[config.mk]
export PLATFORM = sky130hd
export DESIGN_NAME = freqgen_flat
export DESIGN_NICKNAME = d
export VERILOG_FILES = /design/src/rtl/freqgen_pkg.sv /design/src/rtl/freqgen_if.sv /design/src/rtl/freqgen_gate.sv /design/src/rtl/freqgen.sv /design/src/flat_wrapper.sv
export SDC_FILE = /design/constraint.sdc
export NUM_CORES = 1
export LEC_CHECK = 0
export BUFFER_PORTS_ARGS = -buffer_cell sky130_fd_sc_hd__buf_2
export CORE_MARGIN = 2
export CORE_UTILIZATION = 40
export CTS_CLUSTER_DIAMETER = 30
export CTS_CLUSTER_SIZE = 8
export DETAILED_ROUTE_END_ITERATION = 8
export HOLD_SLACK_MARGIN = 0.06
export PLACE_DENSITY_LB_ADDON = 0.12
export SYNTH_ARGS = -nofsm -noshare
export SYNTH_HDL_FRONTEND = slang
export SYNTH_SLANG_ARGS = --single-unit
[constraint.sdc]
create_clock -name clk -period 12.9 [get_ports clk]
set_clock_uncertainty 0.15 [all_clocks]
set_input_delay 3.87 -clock clk [delete_from_list [all_inputs] [get_ports clk]]
set_output_delay 3.87 -clock clk [all_outputs]
set_load 0.01 [all_outputs]
[src/rtl/freqgen_pkg.sv]
// freqgen_pkg: shared sizing and clamp helpers for the pulse-rate generator.
// Frequency-counter benches can reuse these helpers to compute expected counts.
//   calc_aw(width, period)    -> accumulator width, wide enough that acc+f never overflows
//   clamp_freq(freq, period)  -> min(freq, period)
package freqgen_pkg;

    function automatic int unsigned calc_aw(input int unsigned width,
                                            input longint unsigned period);
        int unsigned cw;
        cw = $clog2(period + 1);
        return ((width > cw) ? width : cw) + 1;
    endfunction

    function automatic longint unsigned clamp_freq(input longint unsigned freq,
                                                   input longint unsigned period);
        return (freq > period) ? period : freq;
    endfunction

endpackage

[src/rtl/freqgen_if.sv]
// freqgen_if: control/status bundle of the pulse-rate generator.
//   en          run enable (master -> slave)
//   freq        requested pulses per window (master -> slave)
//   pulse       generated pulse strobe (slave -> master)
//   ovf         window-end strobe (slave -> master)
//   freq_active clamped rate used in the current window (slave -> master)
//   sat         requested rate exceeded the window length (slave -> master)
interface freqgen_if #(
    parameter int unsigned WIDTH = 16
);
    logic             en;
    logic [WIDTH-1:0] freq;
    logic             pulse;
    logic             ovf;
    logic [WIDTH-1:0] freq_active;
    logic             sat;

    modport master (
        output en, freq,
        input  pulse, ovf, freq_active, sat
    );

    modport slave (
        input  en, freq,
        output pulse, ovf, freq_active, sat
    );
endinterface

[src/rtl/freqgen_gate.sv]
// freqgen_gate: gate-window timebase for freqgen.
//   clk          system clock, rising edge
//   rst_n        asynchronous active-low reset
//   en_i         run enable; low clears the window position
//   win_start_o  combinational: this enabled cycle is window cycle 0
//   ovf_o        registered window-end strobe, one cycle wide
module freqgen_gate #(
    parameter int unsigned PERIOD = 1000
) (
    input  logic clk,
    input  logic rst_n,
    input  logic en_i,
    output logic win_start_o,
    output logic ovf_o
);
    localparam int unsigned     GW   = $clog2(PERIOD);
    localparam logic [GW-1:0]   LAST = GW'(PERIOD - 1);

    logic [GW-1:0] cnt_q, cnt_d;
    logic          ovf_q, ovf_d;
    logic          last;

    assign last        = (cnt_q == LAST);
    assign win_start_o = en_i && (cnt_q == '0);
    assign ovf_o       = ovf_q;

    always_comb begin
        cnt_d = '0;
        ovf_d = 1'b0;
        if (en_i) begin
            cnt_d = last ? '0 : cnt_q + GW'(1);
            ovf_d = last;
        end
    end

    always_ff @(posedge clk or negedge rst_n) begin
        if (!rst_n) begin
            cnt_q <= '0;
            ovf_q <= 1'b0;
        end else begin
            cnt_q <= cnt_d;
            ovf_q <= ovf_d;
        end
    end
endmodule

[src/rtl/freqgen.sv]
// freqgen: programmable pulse-rate generator. Emits exactly f evenly spread
// single-cycle pulses in every window of PERIOD clk cycles, plus a one-cycle
// ovf strobe coinciding with the pulse decision of the window's last cycle.
//   clk    system clock, rising edge
//   rst_n  asynchronous active-low reset
//   bus    freqgen_if slave: en, freq in; pulse, ovf, freq_active, sat out
module freqgen
    import freqgen_pkg::*;
#(
    parameter int unsigned WIDTH  = 16,
    parameter int unsigned PERIOD = 1000
) (
    input  logic      clk,
    input  logic      rst_n,
    freqgen_if.slave  bus
);
    localparam int unsigned   AW    = calc_aw(WIDTH, PERIOD);
    localparam logic [AW-1:0] PER_A = AW'(PERIOD);

    logic             win_start;
    logic             ovf;
    logic [AW-1:0]    acc_q, acc_d;
    logic [AW-1:0]    acc_in;
    logic [AW-1:0]    sum;
    logic             pulse_q, pulse_d;
    logic [WIDTH-1:0] fa_q, fa_d;
    logic             sat_q, sat_d;

    freqgen_gate #(
        .PERIOD (PERIOD)
    ) u_gate (
        .clk         (clk),
        .rst_n       (rst_n),
        .en_i        (bus.en),
        .win_start_o (win_start),
        .ovf_o       (ovf)
    );

    // Bresenham step: fa_d is both the rate used this cycle and the next
    // freq_active, so the window-start sample takes effect immediately.
    always_comb begin
        fa_d    = fa_q;
        sat_d   = sat_q;
        acc_in  = acc_q;
        if (win_start) begin
            fa_d   = WIDTH'(clamp_freq(64'(bus.freq), 64'(PERIOD)));
            sat_d  = 64'(bus.freq) > 64'(PERIOD);
            acc_in = '0;
        end
        sum = acc_in + AW'(fa_d);
        if (sum >= PER_A) begin
            acc_d   = sum - PER_A;
            pulse_d = 1'b1;
        end else begin
            acc_d   = sum;
            pulse_d = 1'b0;
        end
        if (!bus.en) begin
            acc_d   = '0;
            pulse_d = 1'b0;
        end
    end

    always_ff @(posedge clk or negedge rst_n) begin
        if (!rst_n) begin
            acc_q   <= '0;
            pulse_q <= 1'b0;
            fa_q    <= '0;
            sat_q   <= 1'b0;
        end else begin
            acc_q   <= acc_d;
            pulse_q <= pulse_d;
            fa_q    <= fa_d;
            sat_q   <= sat_d;
        end
    end

    assign bus.pulse       = pulse_q;
    assign bus.ovf         = ovf;
    assign bus.freq_active = fa_q;
    assign bus.sat         = sat_q;
endmodule

[src/flat_wrapper.sv]
// flat-port wrapper written by rule: the top's interface ports become plain ports
module freqgen_flat import freqgen_pkg::*;
#(
    parameter int unsigned WIDTH  = 16,
    parameter int unsigned PERIOD = 1000
)
  (clk, rst_n, bus_en, bus_freq, bus_pulse, bus_ovf, bus_freq_active, bus_sat);
  freqgen_if #(.WIDTH(WIDTH)) bus_i ();
  input  logic clk;
  input  logic rst_n;
  input wire logic [$bits(bus_i.en)-1:0] bus_en;
  input wire logic [$bits(bus_i.freq)-1:0] bus_freq;
  output wire logic [$bits(bus_i.pulse)-1:0] bus_pulse;
  output wire logic [$bits(bus_i.ovf)-1:0] bus_ovf;
  output wire logic [$bits(bus_i.freq_active)-1:0] bus_freq_active;
  output wire logic [$bits(bus_i.sat)-1:0] bus_sat;
  assign bus_i.en = bus_en;
  assign bus_i.freq = bus_freq;
  assign bus_pulse = bus_i.pulse;
  assign bus_ovf = bus_i.ovf;
  assign bus_freq_active = bus_i.freq_active;
  assign bus_sat = bus_i.sat;
  freqgen #(.WIDTH(WIDTH), .PERIOD(PERIOD)) u_core (.clk(clk), .rst_n(rst_n), .bus(bus_i));
endmodule
# ---- Yosys cells after proc, flatten, opt, wreduce, memory -nomap -nowiden
# Index checks and enable logic that the tools add are counted.
dict set report word_totals {
  in_bits 19
  wordCells 24
  out_inout_bits 19
  regBits 46
}
dict set report classes {
  muxes 10
  reduce_logical 2
  n_lt_le_gt_ge 2
  n_addsub 3
  n_eq_ne 1
}
# op count
set op_table {}
lappend op_table {{17-bit two-way mux} 3}
lappend op_table {{16-bit two-way mux} 2}
lappend op_table {{10-bit two-way mux} 2}
lappend op_table {{17-bit by 16-bit adder with 17-bit output} 1}
lappend op_table {{17-bit by 10-bit greater-or-equal comparator with 1-bit output, second input constant} 1}
lappend op_table {{17-bit by 10-bit subtractor with 17-bit output, second input constant} 1}
lappend op_table {{16-bit by 10-bit greater-than comparator with 1-bit output, second input constant} 1}
lappend op_table {{10-bit by 1-bit adder with 10-bit output, second input constant} 1}
lappend op_table {{10-bit == test, second input constant} 1}
lappend op_table {{10-bit logical NOT} 1}
lappend op_table {{1-bit two-way mux} 3}
lappend op_table {{1-bit logical AND} 1}

# ---- Longest topological paths before layout
# Gate-level depths: netlist (run 1).
dict set report depth {
  depth_word 7
  ltp_mapped 21
  depth_no_buf 18
}

# ---- Modules after synthesis
# From an unflattened synthesis (run 1), not the netlist that was laid out.
dict set report unflattened {
  cells_unflattened 362
  area_unflattened_um2 3159.3
}
# mod n_inst seq_area_each_um2 area_per_inst_um2 cells_each
set modules_own_cells {}
lappend modules_own_cells {freqgen 1 875.8 2568.7 300}
lappend modules_own_cells {freqgen_gate 1 275.3 590.6 62}

# ---- Least setup slack after synthesis (run 1)
# No wires, ideal clock.
dict set report synth_path {
  path_kind {input port to flip-flop}
  start {input bus_en}
  end {register u_core.acc_q[7]}
  path_stages 21
  setup_slack_ns 4.571
  n_path_buf 4
  required_ns 12.685
  arrival_ns 8.114
  setup_time_ns 0.065
  path_cell_list {buf_2 > inv_2 > nor4b_1 > nand3_1 > clkbuf_1 > buf_1 > mux2i_1 > nor2_1 > ha_1 > inv_1 > fa_1 > nand2b_1 > a211oi_1 > o21ai_2 > mux2_4 > nor2_2 > or3_4 > or4b_1 > clkbuf_2 > a211o_1 > nand2_1}
}
dict set report synth_via {
  elab_chain_cells 6
  word_cells_on_any_way 8
  classes_between {add/sub (2); order compare (1); mux (4); reduce/logical (1)}
}
# element line
set synth_rtl {}
lappend synth_rtl {{start, declared} flat_wrapper.sv:11} ;# input wire logic [$bits(bus_i.en)-1:0] bus_en;
lappend synth_rtl {{1-bit logical AND (*)} freqgen_gate.sv:24} ;# assign win_start_o = en_i && (cnt_q == '0);
lappend synth_rtl {{16-bit two-way mux (*)} freqgen.sv:45} ;# if (win_start) begin
lappend synth_rtl {{via u_core.fa_d[0]} freqgen.sv:26} ;# logic [WIDTH-1:0] fa_q, fa_d;
lappend synth_rtl {{17-bit by 16-bit adder with 17-bit output (*)} freqgen.sv:50} ;# sum = acc_in + AW'(fa_d);
lappend synth_rtl {{17-bit by 10-bit subtractor with 17-bit output / 17-bit by 10-bit greater-or-equal comparator with 1-bit output (equally long branches)} {freqgen.sv:52, freqgen.sv:51}}
lappend synth_rtl {{17-bit two-way mux (*)} freqgen.sv:51} ;# if (sum >= PER_A) begin
lappend synth_rtl {{17-bit two-way mux (*)} freqgen.sv:58} ;# if (!bus.en) begin
lappend synth_rtl {{via u_core.acc_d[7]} freqgen.sv:22} ;# logic [AW-1:0] acc_q, acc_d;
lappend synth_rtl {{end signal, assigned} freqgen.sv:66} ;# acc_q <= '0;
lappend synth_rtl {{end signal, assigned} freqgen.sv:71} ;# acc_q <= acc_d;
lappend synth_rtl {{end, declared} freqgen.sv:22}
# The timed path passes the listed nets; every way through them passes the cells marked *.
# A chain may end at the register's enable or synchronous reset.

# ---- Worst setup path after layout (run 1)
dict set report layout_path {
  start {input bus_en}
  end {register u_core.acc_q[13]}
}
# Same word-level chain as after synthesis.

==> out/results.txt, run 1 <==
Core Rows: 31
Placed insts: 460
Hold WC Path Type: flop to flop
First-pass GRT wire length: 11.3 mm
H-tree levels: 2
Sequential fraction of the synthesis area: 37.9%
Final #Nets: 407
Predominant post-synthesis flop cell: dfrtp_1
Worst EP arrival: 9.03 ns
Critical Path Source: bus_en
DR vias: 2491
Dpl ws: 3.68 ns
HP Start: u_core.u_gate.cnt_q[0]
Fin. Hold Viols: 0
Max-cap violations: 0
Asr flop ratio synth: 100%
Vias in the first global route: 2312
Antenna violations before repair: 0
Die Wd: 91.1 um
Post-route DRC violation count: 0
CP required: 12.97 ns
Post-synthesis register bit count: 46
Final non-filler cell total: 468
R2R depth: 18
Startpoint Class: input port
Core Footprint: 7290 um2
Detailed-route wire length: 6.62 mm
Port Buf Inserts: 37
Reg2reg start: u_core.u_gate.cnt_q[0]
DRT iter0 DRCs: 107
Worst setup margin: 3.94 ns
Final HPWL DP: 4.93 mm
DR vias/cell: 5.32
Pwr Total: 0.000671 W
Routability cong.: 0.844
Tightest Pin Transition: 1.01 ns
Ys Warns: 0
CP endpoint kind: flop
Synth cell types: 54
Sink Count: 46
Post-CTS Setup Inserts: 0
Clock Tree Buf Depth: 2
CP max stage delay: 0.80 ns
CTS clock-pin slew for the worst setup and hold paths: 0.09 ns
Diode count: 0
Die footprint: 8300 um2
CTS tree: done
Detailed-route wire length per cell: 14.1 um
Status: complete, no violations
Final period util: 69.4%
Antenna Nets Post-Route: 0
Peak supply drop: 0.0000854 V
Vert. Die Dim: 91.1 um
Setup TNS Final: 0 ns
Final setup fails: 0
All-layer global routing usage: 16.8%
Global route overflow: 0
Max FO, Critical Path: 41
Pin count of the biggest net entering global routing: 47
Setup Crit Path Kind: input port to flop
Instance count of the mapped netlist: 334
Clock Latency Late Sink: 0.30 ns
Area Growth Syn to Fin: 12.9%
Number of flops mapped to enable cells by yosys: 0
Initial Util: 41.6%
Slew headroom: 31.8%
RSZ-0062 raised after global routing: no
Root buf cell: clkbuf_8
Syn_nets: 373
Hold depth: 1
CTS Hold Bufs: 0
Slowest CP cell: o311ai_0
Min Tclk post-route: 8.96 ns
Layout cells sized above 1: 15.7%
Syn_area_per_cell: 9.09 um2
PwrDens: 196 nW/um2
Pre-antenna DRT Iters: 4
Inserted Clock Buffers: 5
Fmax achieved: 0.112 GHz
Top Ports: 38
Slew Limit Fails: 0
Leakage: 1.71 nW
Post-cts resize count: 0
CP Cell Sequence: buf_2 > inv_2 > nor4b_1 > nand3_1 > buf_4 > a41oi_1 > or2_2 > inv_1 > ha_1 > a21o_1 > nand4_1 > a211oi_1 > nor2_1 > o311ai_0 > a311oi_1 > nor4b_2 > or4_2 > a21oi_1
Post-Syn Area: 3040 um2
-- cells by family after synthesis --
kind of cell / after synthesis / share of synthesized area (%)
AND/OR/NAND/NOR: 138 / 24.2
AO/OA/AOI/OAI: 77 / 17.4
flip-flops: 46 / 37.9
buffers and inverters: 24 / 3.21
XOR/XNOR: 22 / 6.35
adder cells (fa/ha/maj): 20 / 8.49
multiplexers: 7 / 2.47
-- metrics by stage --
stage / util [%] / hold slack [ns] / cell area, um2
2_1_floorplan: - / 0.297 / 3040
3_3_place_gp: 45.5 / 0.311 / 3310
3_5_place_dp: 45.5 / 0.320 / 3310
4_1_cts: 47.0 / 0.341 / 3430
5_1_grt: 47.0 / 0.353 / 3430
6_report: 47.0 / 0.332 / 3430
-- cells in the mapped netlist, types with 2 or more instances --
library cell | instances | area share, %
dfrtp_1 | 46 | 38
nor2_1 | 39 | 4.8
and2_1 | 25 | 5.2
nand2_1 | 20 | 2.5
ha_1 | 19 | 7.8
a21oi_1 | 16 | 2.6
a21o_1 | 13 | 3.2
xnor2_1 | 13 | 3.7
inv_1 | 11 | 1.4
o21ai_0 | 11 | 1.8
xor2_1 | 9 | 2.6
nand3_1 | 8 | 1.3
nand2b_1 | 7 | 1.4
or3_1 | 7 | 1.4
a211o_1 | 6 | 1.7
a211oi_1 | 6 | 1.5
mux2i_1 | 6 | 2.0
nand4_1 | 6 | 1.2
a31oi_1 | 4 | 0.82
and3_1 | 4 | 0.82
clkbuf_1 | 4 | 0.49
or4_1 | 4 | 0.99
buf_2 | 3 | 0.49
clkbuf_2 | 3 | 0.49
o31ai_1 | 3 | 0.74
buf_1 | 2 | 0.25
nand3b_1 | 2 | 0.49
nor2b_1 | 2 | 0.41
nor3_1 | 2 | 0.33
nor4_1 | 2 | 0.41
nor4b_1 | 2 | 0.58
o211ai_1 | 2 | 0.49
o21a_1 | 2 | 0.49
o21bai_1 | 2 | 0.49
o311ai_0 | 2 | 0.58
or2_2 | 2 | 0.41
or3_4 | 2 | 0.74
-- power breakdown --
part | leakage (nW) | internal, W | switching [W] | total (W)
Combinational | 1.05 | 0.000156 | 0.000223 | 0.000379
Clock | 0.0504 | 0.0000577 | 0.0000511 | 0.000109
Sequential | 0.601 | 0.000173 | 0.00000969 | 0.000182
Total | 1.71 | 0.000387 | 0.000284 | 0.000671
-- state kept, by name, indices dropped and copies added, names as in the netlist --
signal and count:
u_core.u_gate.ovf_o 1, u_core.u_gate.cnt_q 10, u_core.bus.pulse 1, u_core.bus.sat 1, u_core.acc_q 17, u_core.bus.freq_active 16
-- per-layer routing --
layer / up-vias / global-route usage (%) / wire length [um]
li1: 1263 / - / -
met1: 1187 / 23.7 / 3400
met2: 39 / 26.6 / 2930
met3: 2 / 3.24 / 261
met4: 0 / 3.79 / 28
met5: - / 0 / 0
-- final cells by class --
| cell class | count | area [um2] |
|---|---|---|
| clock inverter | 3 | 45.0 |
| fill | 732 | 3860 |
| sequential | 46 | 1150 |
| clock buffer | 5 | 68.8 |
| inverter | 12 | 45.0 |
| tap | 99 | 124 |
| multi-input combinational | 264 | 1790 |
| timing repair buffer | 39 | 200 |
-- layout by cell type, fill, tap and decap left out, types with 3 or more instances in the layout --
cell and count:
ha_1 19, a211o_1 6, and3_1 4, buf_2 37, nor2_1 39, nand4_1 6
xor2_1 9, a21oi_1 16, o21ai_0 11, dfrtp_1 46, nand3_1 8, a31oi_1 4
mux2i_1 6, nand2_1 20, nand2b_1 7, o31ai_1 3, or4_1 4, a21o_1 13
and2_1 25, clkbuf_8 5, or3_1 7, inv_1 11, a211oi_1 6, xnor2_1 13
-- worst max-delay path, delay by kind of cell --
family	cells	cell delay, ns
buffers and inverters	4	0.68
and+or+nand+nor	7	1.91
AOI/OAI and AO/OA	6	2.25
adders and majority gates	1	0.28
-- path summary, 6_finish.rpt --
kind / endpoint / slack (ns)
worst max-delay path: u_core.acc_q[13] / 3.94
worst min-delay path: u_core.u_gate.cnt_q[0] / 0.33
worst max register to register: u_core.acc_q[13] / 7.33
worst min register to register: u_core.u_gate.cnt_q[0] / 0.33
max in group asynchronous: u_core.acc_q[10] / 8.69
min in group asynchronous: u_core.bus.freq_active[5] / 3.51
No activity file was read; power rests on OpenSTA's default activity.
==> inputs of run 2 (changes only) <==
==> constraint.sdc (replaced) <==
create_clock -name clk -period 8.45 [get_ports clk]
set_clock_uncertainty 0.15 [all_clocks]
set_input_delay 2.535 -clock clk [delete_from_list [all_inputs] [get_ports clk]]
set_output_delay 2.535 -clock clk [all_outputs]
set_load 0.01 [all_outputs]
==> out/results.txt, run 2 (synthesized netlist as in run 1, its figures left out) <==
Slew Limit Fails: 0
Final non-filler cell total: 470
RSZ-0062 raised after global routing: no
Initial Util: 41.6%
Pre-antenna DRT Iters: 4
Final setup fails: 0
Layout cells sized above 1: 15.9%
CTS clock-pin slew for the worst setup and hold paths: 0.09 ns
Worst EP arrival: 7.56 ns
M1 GR Usage: 23.8%
Fin. Hold Viols: 0
All-layer global routing usage: 17.3%
Most frequent cells in the layout: dfrtp_1 (46), nor2_1 (39), buf_2 (37)
Status: complete, no violations
DRT iter0 DRCs: 142
CP delay by family, top: simple AND/OR/NAND/NOR gates
CTS tree: done
Net Sw Frac: 42.7%
Die footprint: 8300 um2
Vias in the first global route: 2498
Leakage: 1.72 nW
Vert. Die Dim: 91.1 um
First-pass GRT wire length: 11.8 mm
H-tree levels: 2
Area Growth Syn to Fin: 13.1%
Fmax achieved: 0.133 GHz
Diode count: 0
Slowest CP cell: nor4b_2
Max-cap violations: 0
GRT met2 Usage: 28.3%
DR vias: 2522
Port Buf Inserts: 37
Inserted Clock Buffers: 5
Routability cong.: 0.833
Detailed-route wire length: 6.79 mm
Sink Count: 46
Hold WC Path Type: flop to flop
Pin count of the biggest net entering global routing: 47
Logic gate share of total power: 58.0%
Switching pwr: 0.000426 W
Top Ports: 38
Setup TNS Final: 0 ns
PwrDens: 291 nW/um2
Sequential power share: 27.7%
Post-CTS Setup Inserts: 0
Commonest non-fill, non-tap cell in the layout: dfrtp_1
Root buf cell: clkbuf_8
Min Tclk post-route: 7.52 ns
Int Pwr: 0.000572 W
Antenna violations before repair: 0
Core Footprint: 7290 um2
CTS Hold Bufs: 0
Startpoint Class: input port
CP bufs+invs: 4
Worst setup margin: 0.925 ns
Clock Tree Buf Depth: 2
Tightest Pin Transition: 1.05 ns
GRT busiest layer: met2
DR vias/cell: 5.37
Slew headroom: 29.9%
GR Util met3: 2.16%
Global route overflow: 0
CP Cell Sequence: buf_2 > inv_2 > nor4b_1 > nand3_1 > buf_12 > mux2i_1 > nor2_1 > ha_1 > inv_1 > fa_1 > nand2b_1 > a211oi_1 > o22ai_1 > xor2_1 > nor2_1 > a311oi_1 > nor4b_2 > o311ai_0 > o41ai_1
Die Wd: 91.1 um
CP endpoint kind: flop
Final HPWL DP: 5.00 mm
Clock network fraction of total power: 14.3%
Filler instances: 756
Detailed-route wire length per cell: 14.4 um
Core Rows: 31
Final period util: 89.1%
Post-cts resize count: 0
Most used cell, CP: nor2_1
Setup Crit Path Kind: input port to flop
Dpl ws: 0.611 ns
Placed insts: 462
Max FFs per register: 17
CP required: 8.49 ns
Peak supply drop: 0.000102 V
Clock Latency Late Sink: 0.30 ns
Antenna Nets Post-Route: 0
Max FO, Critical Path: 31
CP max stage delay: 0.88 ns
Post-route DRC violation count: 0
Largest Register: u_core.acc_q
Final #Nets: 409
run 2: cell types whose count changed in the layout (fill, tap and decap cells not counted), sizes merged:
cell / before / now
buf: 39 / 41
bufinv: 1 / 0
clkbuf: 5 / 7
clkinv: 0 / 1
clkinvlp: 2 / 0
run 2: area by class of cell:
class / count / area [um2] / area share (%)
clock buffer: 7 / 86.3 / 2.51
multi-input combinational: 264 / 1790 / 52.3
sequential: 46 / 1150 / 33.5
timing repair buffer: 41 / 228 / 6.63
inverter: 12 / 45.0 / 1.31
tap: 99 / 124 / 3.61
clock inverter: 1 / 5.00 / 0.146
run 2: power groups by stage:
stage	sequential, W	combinational [W]	clock (W)
after floorplan	0.000284	0.000444	0
after global placement	0.000281	0.000575	0
after detailed placement	0.000282	0.000572	0
after CTS	0.000277	0.000578	0.000147
after global routing	0.000281	0.000652	0.000158
final	0.000276	0.000579	0.000143
run 2: final timing paths:
check,from,to,slack (ns),cells past startpoint
max,bus_en,u_core.acc_q[12],0.93,19
min,u_core.bus.sat,u_core.bus.sat,0.33,1
max reg2reg,u_core.u_gate.cnt_q[0],u_core.acc_q[12],2.85,19
min reg2reg,u_core.bus.sat,u_core.bus.sat,0.33,1
max in group asynchronous,rst_n,u_core.u_gate.ovf_o,5.23,1
min in group asynchronous,rst_n,u_core.bus.sat,2.25,1
run 2: per-layer routing:
metal	share of wire (%)	up-vias
met4	1.7	0
met1	48	1213
li1	-	1258
met2	48	41
met5	0	-
met3	2.8	10
run 2: worst reg2reg max path, stage by stage, from the launching register on:
cell and delay, ns:
dfrtp_1 0.42, inv_1 0.07, ha_1 0.15, nor4b_1 0.23
nand3_1 0.42, buf_12 0.33, mux2i_1 0.13, nor2_1 0.13
ha_1 0.19, inv_1 0.05, fa_1 0.39, nand2b_1 0.18
a211oi_1 0.44, o22ai_1 0.19, xor2_1 0.34, nor2_1 0.12
a311oi_1 0.31, nor4b_2 0.88, o311ai_0 0.26, o41ai_1 0.11
run 2: metrics by stage:
step	instance area [um2]	total power, W	hold slack [ns]	utilization (%)
after floorplan	3040	0.000729	0.297	-
after global placement	3340	0.000856	0.309	45.8
after detailed placement	3340	0.000853	0.317	45.8
after CTS	3430	0.00100	0.341	47.1
after global routing	3430	0.00109	0.364	47.1
final	3430	0.000998	0.335	47.1
